## config.mk

```make
export PLATFORM = sky130hd
export DESIGN_NAME = bram_mailbox_writer
export DESIGN_NICKNAME = d
export VERILOG_FILES = /design/src/rtl/bram_mailbox_writer.sv
export SDC_FILE = /design/constraint.sdc
export NUM_CORES = 1
export LEC_CHECK = 0
export CAP_MARGIN = 20
export CORE_AREA = 8 8 71 73
export CTS_CLUSTER_DIAMETER = 100
export DETAILED_ROUTE_END_ITERATION = 6
export DIE_AREA = 0 0 79 81
export PLACE_DENSITY = 0.89
export SYNTH_ARGS = -nofsm -noshare
export SYNTH_HDL_FRONTEND = slang
export SYNTH_SLANG_ARGS = --single-unit
```

## constraint.sdc

```tcl
create_clock -name clk_25mhz -period 1.8 [get_ports clk_25mhz]
set_input_delay 0.27 -clock clk_25mhz [delete_from_list [all_inputs] [get_ports clk_25mhz]]
set_output_delay 0.27 -clock clk_25mhz [all_outputs]
set_load 0.005 [all_outputs]
```

## src/rtl/bram_mailbox_writer.sv

```systemverilog
// Moves FIFO words into BRAM mailbox slots, re-polling a slot's full flag until the consumer frees it.
// Latency fifo_ready->bram_wea is BRAM_LAT+4; a full slot blocks without popping, stall flags POLL_MAX polls.
module bram_mailbox_writer #(
  parameter int DATA_W   = 8,
  parameter int SLOT_AW  = 2,
  parameter int BRAM_LAT = 1,
  parameter int POLL_MAX = 16
) (
  input  logic               clk_25mhz,
  input  logic               rst_n,
  input  logic               fifo_ready,
  input  logic [DATA_W-1:0]  fifo_din,
  output logic               rd_en,
  input  logic [DATA_W:0]    bram_douta,
  output logic [SLOT_AW-1:0] bram_addra,
  output logic [DATA_W:0]    bram_dina,
  output logic               bram_wea,
  output logic               busy,
  output logic               stall,
  output logic [15:0]        wr_count
);
  localparam int LAT_W  = 2;
  localparam int POLL_W = $clog2(POLL_MAX + 1);
  localparam logic [LAT_W-1:0]  LAT_LOAD = LAT_W'(BRAM_LAT - 1);
  localparam logic [POLL_W-1:0] POLL_LIM = POLL_W'(POLL_MAX);

  typedef enum logic [2:0] {IDLE, WAIT, CHECK, POP, CAP, WR} state_t;

  state_t            state;
  logic [LAT_W-1:0]  lat_cnt;
  logic [POLL_W-1:0] poll_cnt;
  logic [POLL_W-1:0] poll_inc;
  logic [DATA_W-1:0] data_reg;
  logic              dina_flag;
  logic              unused_payload;

  // Only the full flag of the read word matters; payload belongs to the consumer.
  assign unused_payload = ^bram_douta[DATA_W:1];

  assign poll_inc  = (poll_cnt >= POLL_LIM) ? poll_cnt : poll_cnt + POLL_W'(1);
  assign rd_en     = (state == POP);
  assign bram_wea  = (state == WR);
  assign bram_dina = {data_reg, dina_flag};

  always_ff @(posedge clk_25mhz or negedge rst_n) begin
    if (!rst_n) begin
      state      <= IDLE;
      lat_cnt    <= '0;
      poll_cnt   <= '0;
      data_reg   <= '0;
      dina_flag  <= 1'b0;
      bram_addra <= '0;
      busy       <= 1'b0;
      stall      <= 1'b0;
      wr_count   <= 16'd0;
    end else begin
      case (state)
        IDLE: begin
          if (fifo_ready) begin
            state   <= WAIT;
            lat_cnt <= LAT_LOAD;
            busy    <= 1'b1;
          end
        end
        WAIT: begin
          if (lat_cnt == '0) state <= CHECK;
          else               lat_cnt <= lat_cnt - LAT_W'(1);
        end
        CHECK: begin
          if (bram_douta[0]) begin
            // Slot still owned by the consumer: re-read it after another BRAM latency.
            poll_cnt <= poll_inc;
            stall    <= (poll_inc >= POLL_LIM);
            lat_cnt  <= LAT_LOAD;
            state    <= WAIT;
          end else begin
            poll_cnt <= '0;
            stall    <= 1'b0;
            if (fifo_ready) begin
              state <= POP;
            end else begin
              state <= IDLE;
              busy  <= 1'b0;
            end
          end
        end
        POP: state <= CAP;
        CAP: begin
          data_reg  <= fifo_din;
          dina_flag <= 1'b1;
          state     <= WR;
        end
        WR: begin
          bram_addra <= bram_addra + SLOT_AW'(1);
          wr_count   <= wr_count + 16'd1;
          state      <= IDLE;
          busy       <= 1'b0;
        end
        default: begin
          state <= IDLE;
          busy  <= 1'b0;
        end
      endcase
    end
  end
endmodule

```

==> results.yml, run 1 <==
sta:
  hold_viol: 0
  hold-worst-slack_ps: 429
  finalClockSkew_ps: 3.27
  fin_crit_ps: 1680
  finalCritPeriodShare: 0.935
  setup_viol: 0
  tns_ps: 0
  fmax_mhz: 594
  tightestPinTransition_ps: 383
  rsz0062_at_grt: "no"
  slew_headroom: 0.745
  drv_slew: 0
worst_setup_path:
  path_class: "flip-flop to output port"
  reg2reg_slack_ps: 250
  path_buf_inv: 2
  cpMaxStageDelayCell: "clkdlybuf4s50_1"
  critPathMaxFanout: 3
  crit_required_ps: 1530
  rr_worst_depth: 5
  startpoint_type: "flip-flop"
  critPathCaptureType: "output port"
  max_stage_delay_ps: 500
  worstPathArrival_ps: 1410
  path_delay_family: "buffers and inverters"
  reg2reg_from: "state[0]$_DFFE_PN0P_"
  r2r-end: "data_reg[3]$_DFFE_PN0N_"
  cp_cell_sequence: "nand3b_4 > inv_2 > clkdlybuf4s50_1"
grt:
  antenna_found_initial: 0
  grt_util_all_layers: 0.120
  grt_pass1_vias: 1324
  grt_max_degree: 18
  overflow: 0
  grt_pass1_wl_um: 6130
clock_tree:
  htree_levels: 2
  cts_tree: "done"
  root_buffer: "clkbuf_8"
  cts_max_path_buffers: 2
  cts_buffers: 5
  numClockSinks: 38
  clk_latency_ps: 290
  clk_pin_slew_ps: 70
routing:
  firstDrtPassIters: 4
  ant_nets: 0
  num_vias: 1293
  viasPerCell: 4.99
  routedWlPerCell_um: 14.0
  drcViolationCount: 0
  drt_wl_total_um: 3640
  drt_iter0_drc: 42
synthesis:
  synth_async_sr_flop_share: 1.00
  ys_ff_latch: 38
  yosysTopAreaCell: "dfrtp_1"
  syn_inst: 148
  synth.distinct_cells: 41
  yosysSeqAreaShare: 0.528
  synth_top_area_share: 0.528
  synth_nets: 172
  syn-cell-area_um2: 1800
  synth_edf_count: 0
  synth_common_cells: "38 x dfrtp_1, 12 x xnor2_1, 11 x nand2_1"
  avgSynthCellArea_um2: 12.2
  ys.flop_type: "dfrtp_1"
  ys_warn_count: 0
  synth.most_common_cell: "dfrtp_1"
  synth_area_leaders: "dfrtp_1 53%, mux2_2 6.3%, xnor2_1 5.8%, ha_1 2.8%, xor2_1 2.4%"
status:
  status: "finished clean"
power:
  cell_internal_pwr_uw: 2210
  power.density_nw_per_um2: 1320
  leakage_uw: 0.00112
  pwr-share-clk: 0.186
  ir_drop_mv: 0.843
  p_comb_frac: 0.404
  switching_share: 0.319
  total_power_uw: 3250
  p_seq_frac: 0.410
  switchingPower_uw: 1040
layout:
  fin_nets: 232
  largest_reg_flops: 16
  seq_area_um2: 953
  drive_gt1_frac: 0.225
  num_antenna_cells: 0
  multiInputGateArea_um2: 791
  area_delta_synth_final_pct: 36.8
  n_fill_cell: 326
placed_design:
  hpwl_um: 2800
  place_congestion: 0.716
  port_buffers: 42
die:
  rows: 23
  ios: 51
  dieHeight_um: 81
  initial_utilization: 0.460
  die_area_um2: 6400
  core-area_um2: 3910
  die_x_um: 79
worst_hold_path:
  hp-class: "input port to asynchronous set/reset pin"
job:
  drv_cap: 0
## per-stage QoR
stage	setup slack, ps	area [um2]	instances	util
2_1_floorplan	320	1800	148	-
6_report	116	2460	259	0.629
5_1_grt	62.6	2460	259	0.629
3_3_place_gp	235	2310	244	0.590
4_1_cts	16.5	2450	257	0.626
3_5_place_dp	217	2310	244	0.590
## worst max-delay path by stage
stage	to	slack, ps	cells after the start	start
CTS	bram_wea	20	3	state[1]$_DFFE_PN0P_
finish	bram_wea	120	3	state[1]$_DFFE_PN0P_
global route	bram_wea	60	3	state[1]$_DFFE_PN0P_
floorplan	data_reg[0]$_DFFE_PN0N_	320	3	state[0]$_DFFE_PN0P_
detailed placement	bram_wea	220	3	state[0]$_DFFE_PN0P_
global placement	bram_wea	240	3	state[2]$_DFFE_PN0P_
## cell type report
cell class	instances	area share
multi-input combinational	98	0.321
timing repair buffer	57	0.215
clock inverter	2	0.00508
inverter	8	0.0132
clock buffer	6	0.0335
tap	50	0.0254
sequential	38	0.387
## routing by layer
metal	vias to the layer above	global-route usage	wire length (um)
met5	-	0	0
met4	0	0.0389	44
met3	7	0.0530	285
met2	29	0.200	1790
met1	625	0.136	1510
li1	632	-	-
## kinds of logic (layout without fill, tap and decap cells)
logic type	after synthesis	after routing	synth area share
AO/OA/AOI/OAI	17	17	0.0619
buffers and inverters	12	73	0.0327
adder cells (fa/ha/maj)	4	4	0.0278
multiplexers	12	12	0.0737
flip-flops	38	38	0.528
AND/OR/NAND/NOR	48	48	0.193
XOR/XNOR	17	17	0.0827
## power groups by stage
stage / Sequential (uW) / Combinational [uW] / Clock [uW]
2_1_floorplan: 1330 / 651 / 0
5_1_grt: 1380 / 1450 / 660
3_3_place_gp: 1350 / 1190 / 0
4_1_cts: 1340 / 1320 / 620
6_report: 1330 / 1310 / 604
3_5_place_dp: 1370 / 1240 / 0
## placed cells by master (no fill, tap or decap), types with 2 or more instances in the layout
| cell | instances |
|---|---|
| inv_1 | 6 |
| o21ai_0 | 5 |
| and3_1 | 2 |
| nand4_1 | 3 |
| a21oi_1 | 4 |
| dfrtp_2 | 2 |
| mux2i_1 | 2 |
| and2_1 | 2 |
| dfrtp_1 | 36 |
| mux2_2 | 10 |
| nand2b_1 | 2 |
| xor2_1 | 5 |
| buf_4 | 14 |
| nand4bb_1 | 2 |
| nor2_1 | 8 |
| ha_1 | 4 |
| nand3_1 | 4 |
| xnor2_1 | 12 |
| o31ai_1 | 2 |
| clkdlybuf4s50_1 | 40 |
| clkbuf_8 | 6 |
| or2_2 | 2 |
| nand2_1 | 11 |
## worst register-to-register path, delay by kind of cell, from the launching register on
kind	cells	cell delay, ps
buffers and inverters	3	480
DFF	1	450
muxes	1	350
and+or+nand+nor	1	160
## repair_timing
item	4_1_cts	5_1_grt
setup buffers	4	2
endpoints found under the setup margin	2	1
hold endpoints to repair	15	0
hold buffers	1	0
gates resized for setup	5	0
Note: power is estimated with default switching activity, not from simulation.
==> run 2, diff against run 1 <==
SLEW_MARGIN = 20   (was not set)
==> results of run 2 <==
No change in the layout: final DEF, timing and power equal those of run 1.
